[src/rtl/kbd_pkg.sv]
// Shared types for the keyboard movement decoder: scancode parser states,
// movement direction and the Set-2 prefix bytes.
package kbd_pkg;

    typedef enum logic [1:0] {
        K_IDLE,
        K_E0,
        K_BRK,
        K_E0BRK
    } KbdState;

    typedef enum logic [1:0] {
        NONE,
        LEFT,
        RIGHT
    } Dir;

    localparam logic [7:0] SC_EXT = 8'hE0;
    localparam logic [7:0] SC_BRK = 8'hF0;

endpackage : kbd_pkg

[src/rtl/key_move_decoder.sv]
// Turns PS/2 Set-2 scancode bytes into level-held left/right/action commands.
// Each direction can be held from two keys (letter and arrow). When both
// directions are held, the one pressed most recently drives the output.
module key_move_decoder
    import kbd_pkg::*;
#(
    parameter logic [7:0] LEFT_CODE      = 8'h1C,
    parameter logic [7:0] RIGHT_CODE     = 8'h23,
    parameter logic [7:0] ACT_CODE       = 8'h29,
    parameter logic [7:0] LEFT_EXT_CODE  = 8'h6B,
    parameter logic [7:0] RIGHT_EXT_CODE = 8'h74,
    parameter int unsigned PREFIX_TIMEOUT = 100000
) (
    input  logic       clk,
    input  logic       rst,
    input  logic [7:0] rx_data,
    input  logic       rx_valid,
    output logic       m_left,
    output logic       m_right,
    output logic       button_pressed
);

    localparam int unsigned CNT_W = $clog2(PREFIX_TIMEOUT + 1);
    localparam logic [CNT_W-1:0] CNT_LAST = CNT_W'(PREFIX_TIMEOUT - 1);

    KbdState          state_q, state_d;
    logic [CNT_W-1:0] cnt_q, cnt_d;

    // Per-source held flags: letter key and arrow key for each direction.
    logic la_q, la_d;
    logic lr_q, lr_d;
    logic ra_q, ra_d;
    logic rr_q, rr_d;
    logic act_q, act_d;
    Dir   last_dir_q, last_dir_d;

    logic m_left_q, m_left_d;
    logic m_right_q, m_right_d;
    logic button_q, button_d;

    // Decoded key event for the byte completing a sequence this cycle.
    logic ev_valid;
    logic ev_make;
    logic ev_ext;
    logic hit_la, hit_lr, hit_ra, hit_rr, hit_act;
    logic left_held_d, right_held_d;

    // Parser state and prefix-timeout counter.
    always_ff @(posedge clk) begin
        if (rst) begin
            state_q <= K_IDLE;
            cnt_q   <= '0;
        end else begin
            state_q <= state_d;
            cnt_q   <= cnt_d;
        end
    end

    // Held-key bookkeeping and registered movement outputs.
    always_ff @(posedge clk) begin
        if (rst) begin
            la_q       <= 1'b0;
            lr_q       <= 1'b0;
            ra_q       <= 1'b0;
            rr_q       <= 1'b0;
            act_q      <= 1'b0;
            last_dir_q <= NONE;
            m_left_q   <= 1'b0;
            m_right_q  <= 1'b0;
            button_q   <= 1'b0;
        end else begin
            la_q       <= la_d;
            lr_q       <= lr_d;
            ra_q       <= ra_d;
            rr_q       <= rr_d;
            act_q      <= act_d;
            last_dir_q <= last_dir_d;
            m_left_q   <= m_left_d;
            m_right_q  <= m_right_d;
            button_q   <= button_d;
        end
    end

    // Next-state: byte parsing, timeout, key matching, held flags, arbitration.
    always_comb begin
        state_d  = state_q;
        cnt_d    = cnt_q;
        ev_valid = 1'b0;
        ev_make  = 1'b0;
        ev_ext   = 1'b0;

        if (rx_valid) begin
            cnt_d = '0;
            unique case (state_q)
                K_IDLE: begin
                    if (rx_data == SC_EXT) begin
                        state_d = K_E0;
                    end else if (rx_data == SC_BRK) begin
                        state_d = K_BRK;
                    end else begin
                        ev_valid = 1'b1;
                        ev_make  = 1'b1;
                    end
                end
                K_E0: begin
                    if (rx_data == SC_BRK) begin
                        state_d = K_E0BRK;
                    end else begin
                        ev_valid = 1'b1;
                        ev_make  = 1'b1;
                        ev_ext   = 1'b1;
                        state_d  = K_IDLE;
                    end
                end
                K_BRK: begin
                    ev_valid = 1'b1;
                    state_d  = K_IDLE;
                end
                K_E0BRK: begin
                    ev_valid = 1'b1;
                    ev_ext   = 1'b1;
                    state_d  = K_IDLE;
                end
                default: state_d = K_IDLE;
            endcase
        end else if (state_q != K_IDLE) begin
            // A lost byte must not leave the parser stuck behind a prefix.
            if (cnt_q == CNT_LAST) begin
                state_d = K_IDLE;
                cnt_d   = '0;
            end else begin
                cnt_d = cnt_q + CNT_W'(1);
            end
        end else begin
            cnt_d = '0;
        end

        hit_la  = ev_valid && !ev_ext && (rx_data == LEFT_CODE);
        hit_ra  = ev_valid && !ev_ext && (rx_data == RIGHT_CODE);
        hit_act = ev_valid && !ev_ext && (rx_data == ACT_CODE);
        hit_lr  = ev_valid &&  ev_ext && (rx_data == LEFT_EXT_CODE);
        hit_rr  = ev_valid &&  ev_ext && (rx_data == RIGHT_EXT_CODE);

        la_d       = la_q;
        lr_d       = lr_q;
        ra_d       = ra_q;
        rr_d       = rr_q;
        act_d      = act_q;
        last_dir_d = last_dir_q;

        if (ev_make) begin
            // Only a fresh press of a direction claims priority; repeats do not.
            if ((hit_la || hit_lr) && !(la_q || lr_q)) last_dir_d = LEFT;
            if ((hit_ra || hit_rr) && !(ra_q || rr_q)) last_dir_d = RIGHT;
            if (hit_la)  la_d  = 1'b1;
            if (hit_lr)  lr_d  = 1'b1;
            if (hit_ra)  ra_d  = 1'b1;
            if (hit_rr)  rr_d  = 1'b1;
            if (hit_act) act_d = 1'b1;
        end else begin
            if (hit_la)  la_d  = 1'b0;
            if (hit_lr)  lr_d  = 1'b0;
            if (hit_ra)  ra_d  = 1'b0;
            if (hit_rr)  rr_d  = 1'b0;
            if (hit_act) act_d = 1'b0;
        end

        left_held_d  = la_d | lr_d;
        right_held_d = ra_d | rr_d;

        // Priority falls back to the other direction once the winner is released.
        if (last_dir_d == LEFT && !left_held_d) begin
            last_dir_d = right_held_d ? RIGHT : NONE;
        end else if (last_dir_d == RIGHT && !right_held_d) begin
            last_dir_d = left_held_d ? LEFT : NONE;
        end

        m_left_d  = left_held_d  && (!right_held_d || last_dir_d == LEFT);
        m_right_d = right_held_d && (!left_held_d  || last_dir_d == RIGHT);
        button_d  = act_d;
    end

    assign m_left         = m_left_q;
    assign m_right        = m_right_q;
    assign button_pressed = button_q;

endmodule : key_move_decoder

[config.mk]
export PLATFORM = sky130hd
export DESIGN_NAME = key_move_decoder
export DESIGN_NICKNAME = d
export VERILOG_FILES = /design/src/rtl/kbd_pkg.sv /design/src/rtl/key_move_decoder.sv
export SDC_FILE = /design/constraint.sdc
export NUM_CORES = 1
export LEC_CHECK = 0
export BUFFER_PORTS_ARGS = -buffer_cell sky130_fd_sc_hd__buf_2
export CAP_MARGIN = 20
export CORE_ASPECT_RATIO = 1.75
export CORE_MARGIN = 2
export CORE_UTILIZATION = 30
export DETAILED_ROUTE_END_ITERATION = 8
export MAX_ROUTING_LAYER = met4
export PLACE_DENSITY = 0.46
export SYNTH_ARGS = -nofsm -noshare
export SYNTH_HDL_FRONTEND = slang
export SYNTH_SLANG_ARGS = --single-unit
[constraint.sdc]
create_clock -name clk -period 3.8 [get_ports clk]
set_clock_uncertainty 0.1 [all_clocks]
set_input_delay 0.19 -clock clk [delete_from_list [all_inputs] [get_ports clk]]
set_output_delay 0.19 -clock clk [all_outputs]
set_load 0.1 [all_outputs]
# == Yosys cells after proc, flatten, opt, wreduce, memory -nomap -nowiden ==
# Index checks and enable logic that the tools add are counted.
# word_totals
register_bits,28
in_bits,11
out_inout_bits,3
# op_classes
n_addsub,1
n_eq_ne,16
n_mux,37
n_bitwise,3
reduce_logical,31
# op_table
operator,n
$mux 2,12
$mux 1,21
$add 17x1->17 const B,1
$eq 17x17->1 const B,1
$eq 8x6->1 const B,2
$eq 8x7->1 const B,2
$eq 8x8->1 const B,2
$logic_and 1x1->1,13
$eq 2x2->1 const B,4
$eq 8x5->1 const B,1
$eq 2x1->1 const B,3
$logic_or 1x1->1,6
$pmux 2 s3,1
$reduce_bool 2->1,3
$logic_not 1->1,5
$ne 4x4->1 const B,1
$pmux 1 s2,2
$reduce_or 4->1,1
$pmux 1 s3,1
$reduce_and 3->1,1
$logic_not 2->1,1
$or 1x1->1,2
$reduce_or 2->1,1
$not 1->1,1

# == Logic depth before layout (Yosys ltp) ==
# Gate-level depths: netlist (run 1).
# depth
ltp_word,19
depth_mapped,7
mapped_depth_nobuf,6

# == Worst setup path after synthesis (run 1) ==
# OpenSTA, ideal clock, no wires.
# synth_path
kind,register to register
from,reg state_q[0]
to,reg last_dir_q[1]
setup_ns,0.069
arrival_ns,2.052
slack_ns,1.579
stages_incl_launch_ff,7
n_path_buf,1
cell_sequence,dfxtp_1 > buf_6 > or3b_1 > or4_4 > a221o_1 > o311a_1 > o21ai_1
# synth_between
elab_chain_len,15
# synth_rtl
item,line,text
from (decl),key_move_decoder.sv:26,"KbdState state_q, state_d;"
from (signal assigned),key_move_decoder.sv:54,state_q <= state_d;
$eq 2x2->1 or $eq 2x1->1 (tied branches),key_move_decoder.sv:94,unique case (state_q)
$reduce_or 2->1 (no source line) or $pmux 1 s2 (tied branches),n/a,
$pmux 1 s3 or $mux 1 (tied branches),"key_move_decoder.sv:94, key_move_decoder.sv:92",
$mux 1 or $logic_not 1->1 (tied branches),"key_move_decoder.sv:92, key_move_decoder.sv:138, key_move_decoder.sv:139",
$logic_and 1x1->1 (on tied branches),n/a,
$logic_and 1x1->1 (on tied branches),"key_move_decoder.sv:138, key_move_decoder.sv:141",
$logic_or 1x1->1,key_move_decoder.sv:153,if ((hit_la || hit_lr) && !(la_q || lr_q)) last_dir_d = LEFT;
$logic_and 1x1->1,key_move_decoder.sv:153,
$mux 2,key_move_decoder.sv:153,
$mux 2,key_move_decoder.sv:154,if ((hit_ra || hit_rr) && !(ra_q || rr_q)) last_dir_d = RIGHT;
$mux 2,key_move_decoder.sv:151,if (ev_make) begin
$eq 2x2->1,key_move_decoder.sv:174,end else if (last_dir_d == RIGHT && !right_held_d) begin
$logic_and 1x1->1,key_move_decoder.sv:174,
$mux 2,key_move_decoder.sv:174,
$mux 2 *,key_move_decoder.sv:172,if (last_dir_d == LEFT && !left_held_d) begin
to (signal assigned),key_move_decoder.sv:77,last_dir_q <= last_dir_d;
to (decl),key_move_decoder.sv:35,"Dir last_dir_q, last_dir_d;"
# Mark *: on every way between the ends. The rest lies on a longest branch, timed or not.
# A chain may end at the register's enable or synchronous reset.

# == Final worst setup path (run 1) ==
# Ends and elaborated chain as after synthesis.

==> results of run 1 <==
==> registers in the layout, summed over array words and instances, names as in the netlist <==
register,flops
button_pressed,1
cnt_q,17
la_q,1
last_dir_q,2
lr_q,1
m_left,1
m_right,1
ra_q,1
rr_q,1
state_q,2
==> worst paths after layout <==
check                                       to  slack [ps]  cells past startpoint
worst max-delay path             last_dir_q[1]        1410                      6
worst min register to register        cnt_q[0]         400                      1
worst min-delay path            button_pressed         120                      2
worst max register to register   last_dir_q[1]        1410                      6
==> layout make-up <==
cell class | count | area (um^2) | area share, %
flip-flops and latches | 28 | 561 | 36.7
repair buffers | 14 | 76.3 | 5.00
inverters | 4 | 15.0 | 0.983
well taps | 51 | 63.8 | 4.18
multi-input cells | 125 | 771 | 50.5
clock buffers | 3 | 41.3 | 2.70
==> cell usage after synthesis (2+ instances only) <==
master	instances	share of area (%)
nor2_1	34	9.3
o21ai_1	3	1.1
xnor2_1	4	2.6
and3_1	6	2.8
xor2_1	11	7.1
nor4_1	3	1.4
nand2b_1	6	2.8
nand2_1	9	2.5
clkbuf_1	2	0.55
nand3_1	10	3.7
a21oi_1	9	3.3
inv_1	4	1.1
or3_1	4	1.8
dfxtp_1	28	41
nand4bb_1	2	1.6
==> cell families (layout without fill, tap and decap cells) <==
group / Yosys count / count (layout) / share of synthesized area, %
compound gates: 22 / 22 / 12.2
buf+inv: 7 / 21 / 2.47
fa+ha+maj: 1 / 1 / 0.916
mux: 2 / 2 / 1.56
simple gates: 85 / 85 / 32.2
xor+xnor: 15 / 15 / 9.62
flops: 28 / 28 / 41.1
==> where the power goes <==
group | internal (mW) | leakage (nW) | total (mW) | switching, mW
Combinational | 0.00861 | 0.278 | 0.0209 | 0.0123
Clock | 0.0713 | 0.0216 | 0.159 | 0.0881
Sequential | 0.293 | 0.225 | 0.293 | 0.0000915
==> stage by stage <==
step                hold WS [ps]  instances
finish                       123        225
global route                 132        225
CTS                          120        225
detailed placement           380        222
global placement             373        221
floorplan                    223        160
==> worst max-delay path, stage by stage, from the launching register on <==
cell       delay [ps]
dfxtp_1           400
or3b_1            410
or4_4             480
a2111oi_4         430
nand2b_1          200
o311a_1           180
o21ai_1            80
==> metal layers <==
metal | GRT usage (%) | up-vias | part of all wire [%]
met4 | 6.10 | 0 | 2.2
met3 | 1.44 | 5 | 2.6
met5 | - | - | 0
met1 | 10.0 | 562 | 41
li1 | - | 593 | -
met2 | 23.2 | 14 | 54
==> impl_metrics.yaml, run 1 <==
sta:
  setup_ws_ps: 1410
  fmax_ghz: 0.419
  hold_violations: 0
  worst_slew_pin_slew_ps: 715
  setup_tns_ps: 0
  finalMaxSlewViolations: 0
  period_minus_slack_ps: 2390
  rsz0062_at_grt: "false"
  finalCritPeriodShare_pct: 62.9
  setup_viol_count_final: 0
  max-slew-margin-rel_pct: 52.0
detailed_routing:
  route.final.wire_length_um: 2890
  drc: 0
  drtPass1Iterations: 4
  dr.first_iter.drc_count: 25
  antenna_violating_nets_post_route: 0
  via_per_inst: 5.22
  vias: 1174
  wire_per_inst_um: 12.8
global_route:
  grt_pass1_wl_um: 4380
  gr-usage-all-layers_pct: 11.9
  grt_pass1_vias: 1099
  overflow: 0
  antenna_found_initial: 0
  grt_max_degree: 15
place:
  gp_congestion: 0.719
  post-dp-hpwl_um: 2240
  port_buffers: 13
  dp_slack_ps: 1450
  place_area_mm2: 0.00149
synth:
  ys_seq_area_share_pct: 41.1
  synthesis.nets: 172
  synth_flop_cell: "dfxtp_1"
  synth_area_mm2: 0.00137
  syn_avg_cell_area_um2: 8.53
  postSynthRegisterBits: 28
  syn_inst: 160
  synth_warnings: 0
  yosys.cell_types.count: 40
  ys_async_sr_fraction_pct: 0
  synth_edf_count: 0
floorplanning:
  ios: 14
  initial_core_util_pct: 31.0
  die_w_um: 55.0
  die_area_mm2: 0.00513
  row_count: 32
  die_height_um: 93.2
  core-area_mm2: 0.00440
power_and_ir_drop:
  vdd.ir_drop.worst_mv: 0.141
  fin_total_pwr_uw: 474
  power.leakage_nw: 0.525
  power.density_mw_per_mm2: 310
cts:
  cts.hold.buffers_added: 0
  cts_max_path_buffers: 2
  htreeDepth: 1
  cts_setup_buffers: 0
  cts_tree: "done"
  cts.clk_slew.worst_paths_ps: 90
  clock_sinks: 28
  cts-root-buf: "clkbuf_8"
  cts_resized: 0
  clk-insertion-delay-late_ps: 280
  cts_made_buffers: 3
setup_path:
  cp-start-kind: "flip-flop"
  cp.arrival_ps: 2450
  cp.required_ps: 3870
  crit_fanout: 7
  r2r_start: "state_q[0]"
  cp-end-kind: "flip-flop"
  startpoint: "state_q[0]"
  crit_type: "flip-flop to flip-flop"
worst_hold_path:
  hp-start: "rst"
  hold_class: "input port to flip-flop"
run_status:
  outcome: "complete, no violations"
finish:
  num-fill-cells: 463
  fin_area_mm2: 0.00153
  syn_to_final_growth_pct: 11.9
  insertedDiodeCount: 0
  drive_gt1_share_pct: 12.1
  final_cell_mix: "nor2_1 (34), dfxtp_1 (28), buf_2 (13), xor2_1 (11), nand3_1 (10)"
  final_nets: 188
  final_core_util_pct: 34.7
  final_common_cell: "nor2_1"
flow_run:
  cap_violations: 0
No activity file was read; power rests on OpenSTA's default activity.
==> run 2: changes to the inputs <==
clock period = 2.2 ns   (was 3.8 ns; I/O delays follow)
==> run 2 against run 1 <==
The flow now finishes with violations (negative setup slack). Routed wire length grew 3.3%. Combinational power grew 84%. Sequential share of layout area shrank 2.0 points. Maximum frequency rose by 7.4%. Die area unchanged. Total power rose by 82%. Sequential power grew 73%. First-iteration DRC count is 36% lower. Hold slack worse by 77 ps. Critical path depth rose by 1. Sequential cell count is the same. Critical path type unchanged.
==> impl_metrics.yaml, run 2 (synthesized netlist as in run 1, its figures left out) <==
worst_hold_path:
  hold_class: "input port to flip-flop"
detailed_routing:
  via_per_inst: 5.06
  dr.first_iter.drc_count: 16
  vias: 1183
  wire_per_inst_um: 12.8
  antenna_violating_nets_post_route: 0
  route.final.wire_length_um: 2980
  drtPass1Iterations: 4
  drc: 0
cts:
  cts.clk_slew.worst_paths_ps: 90
  cts_tree: "done"
  clock_sinks: 28
  cts-root-buf: "clkbuf_8"
  cts_made_buffers: 3
  htreeDepth: 1
  cts_max_path_buffers: 2
  clk-insertion-delay-late_ps: 270
sta:
  finalMaxSlewViolations: 0
  finalCritPeriodShare_pct: 101
  fmax_ghz: 0.450
  setup_tns_ps: -23.8
  hold_violations: 0
  period_minus_slack_ps: 2220
  setup_ws_ps: -23.8
  rsz0062_at_grt: "true"
  max-slew-margin-rel_pct: 67.9
  worst_slew_pin_slew_ps: 485
  setup_viol_count_final: 1
floorplanning:
  ios: 14
  die_height_um: 93.2
  initial_core_util_pct: 31.0
  die_area_mm2: 0.00513
  row_count: 32
  die_w_um: 55.0
  core-area_mm2: 0.00440
finish:
  largest_register_ffs: 17
  final_common_cell: "nor2_1"
  num-fill-cells: 469
  drive_gt1_share_pct: 19.7
  insertedDiodeCount: 0
  register_area_um2: 562
  final_nets: 196
  fin_area_mm2: 0.00162
  multiInputGateArea_um2: 792
  largestRegisters: "cnt_q: 17 flops, last_dir_q: 2 flops, state_q: 2 flops"
  syn_to_final_growth_pct: 18.7
  regMostFlops: "cnt_q"
  final_core_util_pct: 36.8
  final_cell_mix: "nor2_1 (34), dfxtp_1 (27), buf_2 (13), xor2_1 (11), nand3_1 (10)"
global_route:
  grt_pass1_wl_um: 4930
  overflow: 0
  gr-usage-all-layers_pct: 13.4
  antenna_found_initial: 0
  grt_max_degree: 18
  grt_pass1_vias: 1160
power_and_ir_drop:
  power.density_mw_per_mm2: 532
  fin_total_pwr_uw: 861
  power.leakage_nw: 0.574
  vdd.ir_drop.worst_mv: 0.393
place:
  post-dp-hpwl_um: 2300
  place_area_mm2: 0.00151
  gp_congestion: 0.656
  port_buffers: 13
setup_path:
  crit_type: "flip-flop to flip-flop"
  cp-start-kind: "flip-flop"
  cp.required_ps: 2270
  cp.arrival_ps: 2300
  crit_fanout: 5
  cp-end-kind: "flip-flop"
run_status:
  outcome: "finished, violations left"
  violations: "negative setup slack"
flow_run:
  cap_violations: 0
## run 2: layer usage
layer | up-vias | part of all wire (%) | track usage [%]
li1 | 606 | - | -
met1 | 552 | 39 | 13.5
met2 | 21 | 57 | 24.2
met3 | 4 | 2.3 | 1.92
met4 | 0 | 1.6 | 5.49
met5 | - | 0 | -
## run 2: critical path, cell delays in order (launching register included)
cell and delay (ps):
dfxtp_2 340, or3b_4 390, or4_4 460, a2111oi_4 290
buf_4 190, nand2b_4 130, o311a_1 160, o21ai_1 70
## run 2: where the power goes
group | switching (mW) | internal (mW) | leakage [nW]
registers | 0.000122 | 0.506 | 0.226
clock network | 0.156 | 0.160 | 0.0288
logic | 0.0214 | 0.0170 | 0.320
## run 2: repair_timing
item,CTS,global route
setup endpoints to repair,2,3
hold buffers,0,0
pin swaps,0,1
setup buffers,1,3
gates resized for setup,0,6
## run 2: metrics by stage
stage	instances	hold slack (ps)	setup WS, ps
2_1_floorplan	160	143	-4.45
3_3_place_gp	226	324	23.3
3_5_place_dp	226	323	-46.5
4_1_cts	231	37.7	-64.4
5_1_grt	234	42.4	-106
6_report	234	46.3	-23.8
## run 2: path summary, 6_finish.rpt
kind	startpoint	end	slack (ps)	cells after the start
max	state_q[0]	last_dir_q[1]	-20	7
min reg2reg	state_q[1]	state_q[1]	410	1
max reg2reg	state_q[0]	last_dir_q[1]	-20	7
min	rx_data[4]	state_q[1]	50	2
## run 2: layout make-up
class | instances | area share [%]
Sequential cell | 28 | 34.7
Inverter | 4 | 0.927
Clock buffer | 4 | 3.40
Multi-Input combinational cell | 125 | 48.9
Tap cell | 51 | 3.94
Timing Repair Buffer | 22 | 8.19
